`src/rtl/fifo_byte_drain_if.sv`:
```
// Handshake bundle for fifo_byte_drain: FIFO read port plus byte stream.
// master = the drain block, slave = the FIFO/consumer side.
interface fifo_byte_drain_if;
  logic        fifo_empty;
  logic [15:0] fifo_data;
  logic        fifo_rd_en;
  logic [7:0]  tx_data;
  logic        tx_valid;
  logic        tx_ready;
  logic        tx_last;

  modport master (
    input  fifo_empty, fifo_data, tx_ready,
    output fifo_rd_en, tx_data, tx_valid, tx_last
  );

  modport slave (
    output fifo_empty, fifo_data, tx_ready,
    input  fifo_rd_en, tx_data, tx_valid, tx_last
  );
endinterface

```
`src/rtl/fifo_byte_drain.sv`:
```
// fifo_byte_drain: pops 16-bit words from the FIFO read port and emits them
// MSB byte first on a valid/ready byte stream, flagging the last byte of
// every FRAME_WORDS-word frame with tx_last.
module fifo_byte_drain #(
  parameter int FRAME_WORDS = 8,
  parameter int CNT_W       = 8
) (
  input  logic                clk,
  input  logic                rst_n,
  input  logic                en,
  output logic                busy,
  output logic [CNT_W-1:0]    frame_count,
  fifo_byte_drain_if.master   bus
);
  localparam int IDX_W = 8;

  typedef enum logic [2:0] {IDLE, REQ, CAPT, SEND_HI, SEND_LO} state_t;

  state_t           r_state;
  logic [15:0]      r_hold;
  logic [IDX_W-1:0] r_idx;
  logic [CNT_W-1:0] r_frame_count;
  logic             r_rd_en;
  logic [7:0]       r_tx_data;
  logic             r_tx_valid;
  logic             r_tx_last;
  logic             w_last_word;

  // Current word closes the frame.
  assign w_last_word = (r_idx == IDX_W'(FRAME_WORDS - 1));

  // Drain FSM; every output is registered alongside the state.
  always_ff @(posedge clk or negedge rst_n) begin
    if (!rst_n) begin
      r_state       <= IDLE;
      r_hold        <= '0;
      r_idx         <= '0;
      r_frame_count <= '0;
      r_rd_en       <= 1'b0;
      r_tx_data     <= '0;
      r_tx_valid    <= 1'b0;
      r_tx_last     <= 1'b0;
    end else begin
      r_rd_en <= 1'b0;
      case (r_state)
        IDLE: begin
          if (en && !bus.fifo_empty) begin
            r_state <= REQ;
            r_rd_en <= 1'b1;
          end
        end
        // Read strobe is out this cycle; data arrives in CAPT.
        // The empty flag lags the pop, so it is ignored here and in CAPT.
        REQ: r_state <= CAPT;
        CAPT: begin
          r_hold     <= bus.fifo_data;
          r_tx_data  <= bus.fifo_data[15:8];
          r_tx_valid <= 1'b1;
          r_tx_last  <= 1'b0;
          r_state    <= SEND_HI;
        end
        SEND_HI: begin
          if (bus.tx_ready) begin
            r_tx_data <= r_hold[7:0];
            r_tx_last <= w_last_word;
            r_state   <= SEND_LO;
          end else begin
            // Stalled: re-drive the high byte (unchanged value).
            r_tx_data <= r_hold[15:8];
          end
        end
        SEND_LO: begin
          if (bus.tx_ready) begin
            r_tx_valid <= 1'b0;
            r_tx_last  <= 1'b0;
            if (w_last_word) begin
              r_idx         <= '0;
              r_frame_count <= r_frame_count + CNT_W'(1);
            end else begin
              r_idx <= r_idx + IDX_W'(1);
            end
            // Chain straight into the next word when possible.
            if (en && !bus.fifo_empty) begin
              r_state <= REQ;
              r_rd_en <= 1'b1;
            end else begin
              r_state <= IDLE;
            end
          end
        end
        default: r_state <= IDLE;
      endcase
    end
  end

  assign bus.fifo_rd_en = r_rd_en;
  assign bus.tx_data    = r_tx_data;
  assign bus.tx_valid   = r_tx_valid;
  assign bus.tx_last    = r_tx_last;
  assign busy           = (r_state != IDLE);
  assign frame_count    = r_frame_count;
endmodule

```
`src/flat_wrapper.sv`:
```
// flat-port wrapper written by rule: the top's interface ports become plain ports
module fifo_byte_drain_flat 
#(
  parameter int FRAME_WORDS = 8,
  parameter int CNT_W       = 8
)
  (clk, rst_n, en, busy, frame_count, bus_fifo_empty, bus_fifo_data, bus_tx_ready, bus_fifo_rd_en, bus_tx_data, bus_tx_valid, bus_tx_last);
  fifo_byte_drain_if bus_i ();
  input  logic clk;
  input  logic rst_n;
  input  logic en;
  output logic busy;
  output logic [CNT_W-1:0] frame_count;
  input wire logic [$bits(bus_i.fifo_empty)-1:0] bus_fifo_empty;
  input wire logic [$bits(bus_i.fifo_data)-1:0] bus_fifo_data;
  input wire logic [$bits(bus_i.tx_ready)-1:0] bus_tx_ready;
  output wire logic [$bits(bus_i.fifo_rd_en)-1:0] bus_fifo_rd_en;
  output wire logic [$bits(bus_i.tx_data)-1:0] bus_tx_data;
  output wire logic [$bits(bus_i.tx_valid)-1:0] bus_tx_valid;
  output wire logic [$bits(bus_i.tx_last)-1:0] bus_tx_last;
  assign bus_i.fifo_empty = bus_fifo_empty;
  assign bus_i.fifo_data = bus_fifo_data;
  assign bus_i.tx_ready = bus_tx_ready;
  assign bus_fifo_rd_en = bus_i.fifo_rd_en;
  assign bus_tx_data = bus_i.tx_data;
  assign bus_tx_valid = bus_i.tx_valid;
  assign bus_tx_last = bus_i.tx_last;
  fifo_byte_drain #(.FRAME_WORDS(FRAME_WORDS), .CNT_W(CNT_W)) u_core (.clk(clk), .rst_n(rst_n), .en(en), .busy(busy), .frame_count(frame_count), .bus(bus_i));
endmodule
```
`config.mk`:
```
export PLATFORM = sky130hd
export DESIGN_NAME = fifo_byte_drain_flat
export DESIGN_NICKNAME = d
export VERILOG_FILES = /design/src/rtl/fifo_byte_drain_if.sv /design/src/rtl/fifo_byte_drain.sv /design/src/flat_wrapper.sv
export SDC_FILE = /design/constraint.sdc
export NUM_CORES = 1
export LEC_CHECK = 0
export CAP_MARGIN = 0
export CORE_MARGIN = 2
export CORE_UTILIZATION = 48
export CTS_BUF_LIST = sky130_fd_sc_hd__clkbuf_8
export DETAILED_ROUTE_END_ITERATION = 8
export PLACE_DENSITY = 0.78
export SYNTH_ARGS = -nofsm -noshare
export SYNTH_HDL_FRONTEND = slang
export SYNTH_SLANG_ARGS = --single-unit
```
`constraint.sdc`:
```
create_clock -name clk -period 1.7 [get_ports clk]
set_input_delay 0.34 -clock clk [delete_from_list [all_inputs] [get_ports clk]]
set_output_delay 0.34 -clock clk [all_outputs]
set_load 0.05 [all_outputs]
```
Yosys cells after proc, flatten, opt, wreduce, memory -nomap -nowiden
Index checks and enable logic that the tools add are counted.
{"block": "classes", "n_addsub": 2, "n_eq_ne": 8, "mux": 15, "reduce_logical": 12}
{"op": "$add 8x1->8 const B", "count": 2}
{"op": "$mux 8", "count": 2}
{"op": "$pmux 8 s2", "count": 1}
{"op": "$pmux 3 s5", "count": 1}
{"op": "$mux 3", "count": 3}
{"op": "$reduce_and 3->1", "count": 3}
{"op": "$eq 8x3->1 const B", "count": 1}
{"op": "$eq 3x2->1 const B", "count": 2}
{"op": "$reduce_bool 3->1", "count": 2}
{"op": "$mux 1", "count": 5}
{"op": "$ne 2x2->1 const B", "count": 2}
{"op": "$pmux 1 s2", "count": 2}
{"op": "$reduce_and 2->1", "count": 2}
{"op": "$reduce_bool 2->1", "count": 2}
{"op": "$eq 3x1->1 const B", "count": 1}
{"op": "$eq 3x3->1 const B", "count": 1}
{"op": "$logic_not 3->1", "count": 1}
{"op": "$pmux 1 s3", "count": 1}
{"op": "$ne 2x1->1 const B", "count": 1}
{"op": "$logic_and 1x1->1", "count": 1}
{"op": "$logic_not 1->1", "count": 1}
{"block": "totals", "regBits": 46, "inputBits": 21, "output_inout_bits": 20, "wordCells": 45}

Logic depth before layout (Yosys ltp)
{"block": "depth", "word_depth": 5, "depth_mapped": 6, "depth_no_buf": 5}

Worst setup path after synthesis
Ideal clock, no wire load.
{"block": "synth_path", "path_kind": "flip-flop to flip-flop", "from": "register u_core.r_state[2]", "to": "register u_core.r_hold[10]", "setup_time_ns": 0.125, "arrival_ns": 1.464, "required_time_ns": 1.575, "path_slack_ns": 0.111, "path_stages_with_launch": 6, "n_path_buf": 1, "period_less_slack_ns": 1.589, "cell_sequence": "dfrtp_1 > inv_1 > nand2_2 > nor2_2 > buf_4 > mux2_2"}
{"block": "synth_between", "elab_chain_cells": 1}
{"item": "start: declaration", "line": "fifo_byte_drain.sv:19", "text": "state_t r_state;"}
{"item": "start signal: assignment", "line": "fifo_byte_drain.sv:35", "text": "r_state <= IDLE;"}
{"item": "start signal: assignment", "line": "fifo_byte_drain.sv:48", "text": "r_state <= REQ;"}
{"item": "start signal: assignment", "line": "fifo_byte_drain.sv:54", "text": "REQ: r_state <= CAPT;"}
{"item": "$eq 3x2->1", "line": "fifo_byte_drain.sv:45", "text": "case (r_state)"}
{"item": "end signal: assignment", "line": "fifo_byte_drain.sv:56", "text": "r_hold <= bus.fifo_data;"}
{"item": "end: declaration", "line": "fifo_byte_drain.sv:20", "text": "logic [15:0] r_hold;"}
No other way between the ends.
A chain may end at the register's enable or synchronous reset.

Worst setup path after layout
{"block": "layout_path", "from": "register u_core.r_state[0]", "to": "output busy"}
{"block": "layout_between", "elab_chain_cells": 1}
{"item": "$reduce_bool 3->1", "line": "fifo_byte_drain.sv:100", "text": "assign busy = (r_state != IDLE);"}
{"item": "end: declaration", "line": "flat_wrapper.sv:12", "text": "output logic busy;"}
No other way between the ends.

==> impl_metrics.env <==
export IMPL_worst_endpoint_arrival_ns=1.28
export IMPL_leakage_uw=0.001240
export IMPL_io_pins=41
export IMPL_grt_pass1_vias=1507
export IMPL_final_core_util=0.6273
export IMPL_drc_errors=0
export IMPL_synth_ff_type="dfrtp_1"
export IMPL_cts_buffers=5
export IMPL_clock_tree_root_cell="clkbuf_8"
export IMPL_fin_crit_sh=0.9533
export IMPL_yosys_warnings=0
export IMPL_ctsHoldBuffers=0
export IMPL_p_seq_frac=0.400
export IMPL_ys_seq_elements=46
export IMPL_routedWlPerCell_microns=13.22
export IMPL_grt_overflow=0
export IMPL_hold_viol=0
export IMPL_relSlewSlack=0.7853
export IMPL_swShare=0.3956
export IMPL_clkSlewWorstSetupHoldPaths_ns=0.08
export IMPL_p_switching_uw=1699
export IMPL_place_congestion=0.8120
export IMPL_rsz0062_at_grt="false"
export IMPL_outcome="complete, no violations"
export IMPL_syn_avg_cell_area_sq_um=11.25
export IMPL_r2r_slack_ns=0.14
export IMPL_num_rows=24
export IMPL_synth_edf_count=0
export IMPL_area_growth_pct=28.00
export IMPL_die_x_microns=70.22
export IMPL_endpoint_kind="output port"
export IMPL_tritoncts="built"
export IMPL_initial_core_util=0.4901
export IMPL_p_comb_frac=0.454
export IMPL_ir_drop_mv=1.418
export IMPL_num_antenna_cells=0
export IMPL_worstPathMaxFanout=25
export IMPL_hp_class="primary input to async pin"
export IMPL_power_uw=4294
export IMPL_initialDrtViolationCount=45
export IMPL_port_buffers=40
export IMPL_grt_max_degree=47
export IMPL_synth_area_sq_um=2105
export IMPL_worst_setup_path_type="register to output port"
export IMPL_antenna_found_initial=0
export IMPL_drtPass1Iterations=4
export IMPL_track_usage=0.1689
export IMPL_drive_gt1_frac=0.2720
export IMPL_slew_viol_final=0
export IMPL_critPathLaunchType="register"
export IMPL_dp_hpwl_mm=2.766
export IMPL_period_needed_ns=1.621
export IMPL_cts_htree_levels=2
export IMPL_cts_sinks=46
export IMPL_fmax_mhz=617.1
export IMPL_die_area_sq_um=4930
export IMPL_async_flop_share=1.000
export IMPL_finalClockSkew_ns=0.009682
export IMPL_tightestPinTransition_ns=0.3207
export IMPL_core_area_sq_um=4294
export IMPL_wirelength_mm=3.846
export IMPL_whs_ns=0.001420
export IMPL_yosysSeqAreaShare=0.5470
export IMPL_maxCapViolCount=0
export IMPL_antenna_left=0
export IMPL_clk_latency_ns=0.30
export IMPL_clockBufferDepth=2
export IMPL_vias_per_cell=5.186
export IMPL_postSynthCellCount=187
export IMPL_required_ns=1.36
export IMPL_die_y_microns=70.22
export IMPL_pwr_share_clk=0.146
export IMPL_fillers=354
export IMPL_synth_distinct_cells=34
export IMPL_grt_pass1_wl_mm=6.644
export IMPL_syn_nets=210
export IMPL_p_int_uw=2595
export IMPL_final_nets=262
export IMPL_powerDensity_nw_per_um2=1594
export IMPL_num_vias=1509
export IMPL_setup_viol_count_final=0
[cell families after synthesis]
logic type / Yosys count / synth area share
buf+inv: 11 / 0.02675
compound gates: 25 / 0.06421
flops: 46 / 0.5470
simple gates: 67 / 0.1766
mux: 24 / 0.1237
xor+xnor: 12 / 0.04994
fa+ha+maj: 2 / 0.01189
[final timing paths]
path / start / cells after the start / to
min in group clk: u_core.frame_count[7] / 1 / u_core.frame_count[7]
worst min register to register: u_core.frame_count[7] / 1 / u_core.frame_count[7]
worst max-delay path: u_core.r_state[0] / 4 / busy
max in group asynchronous: rst_n / 2 / u_core.r_idx[0]
worst max register to register: u_core.r_idx[1] / 5 / u_core.frame_count[7]
worst min-delay path: rst_n / 2 / u_core.r_idx[3]
[critical path, cell delays in order (launching register included)]
cell and delay (ns):
dfrtp_1 0.38, buf_4 0.21, nor2_4 0.12, nand2_1 0.10, buf_12 0.16
[layout make-up]
| class | count | area, sq um | share of cell area |
|---|---|---|---|
| clock buffer | 5 | 68.82 | 0.02555 |
| clock inverter | 2 | 11.26 | 0.004180 |
| inverter | 3 | 11.26 | 0.004180 |
| multi-input combinational | 130 | 918.4 | 0.3409 |
| sequential | 46 | 1151 | 0.4273 |
| tap | 52 | 65.06 | 0.02415 |
| timing repair buffer | 53 | 467.9 | 0.1737 |
[routing by layer]
metal / vias to the layer above / global-route usage / wire [microns]
li1: 746 / - / -
met1: 724 / 0.2085 / 1731
met2: 33 / 0.2847 / 1858
met3: 6 / 0.05628 / 210
met4: 0 / 0.04487 / 46
met5: - / 0 / 0
[cells in the mapped netlist (2+ instances only)]
cell type	n	area, sq um
nand2_1	35	131.4
and3_1	2	12.51
nor2_1	7	26.28
a21oi_1	3	15.01
xnor2_1	6	52.55
ha_1	2	25.02
xor2_1	6	52.55
mux2i_1	8	80.08
nand4_1	4	25.02
inv_1	3	11.26
dfrtp_1	46	1151
nand3_1	3	15.01
buf_2	3	15.01
nor3_1	4	20.02
mux2_2	16	180.2
clkbuf_1	3	11.26
o21ai_0	19	95.09
[metrics by stage]
| stage | setup TNS, ns | cells | worst slack (ns) | instance area [sq um] |
|---|---|---|---|---|
| floorplan | 0 | 187 | 0.1109 | 2105 |
| detailed placement | -0.5551 | 283 | -0.08696 | 2585 |
| global placement | -0.3347 | 283 | -0.04841 | 2585 |
| finish | 0 | 291 | 0.07939 | 2694 |
| CTS | 0 | 290 | 0.04380 | 2668 |
| global route | 0 | 291 | 0.002462 | 2694 |
[power by group through the flow]
stage                     combinational [uW]  sequential [uW]  clock (uW)
after CTS                               1930             1700         659
after floorplan                          990             2060           0
after global placement                  1890             1720           0
final                                   1950             1720         629
after global routing                    2130             1770         689
after detailed placement                1930             1720           0
[cells in the final DEF (no fill, tap or decap), types with 3 or more instances in the layout]
master	n
dfrtp_1	46
nand2_1	35
buf_4	31
o21ai_0	19
clkdlybuf4s50_1	19
mux2_2	16
mux2i_1	8
nor2_1	6
xor2_1	6
xnor2_1	6
clkbuf_8	5
inv_1	4
nor3_1	4
nand4_1	4
nand3_1	3
a21oi_1	3
[repair_timing]
| action | in CTS | in global routing |
|---|---|---|
| endpoints found under the setup margin | 1 | 6 |
| pin swaps | 0 | 0 |
| gates resized for setup | 1 | 4 |
| setup buffers | 0 | 1 |
[sequential cells by signal (all words and copies together) (netlist names)]
name,flops
u_core.bus.fifo_rd_en,1
u_core.bus.tx_data,8
u_core.bus.tx_last,1
u_core.bus.tx_valid,1
u_core.frame_count,8
u_core.r_hold,16
u_core.r_idx,8
u_core.r_state,3
Power figures use the tool's default switching activity.
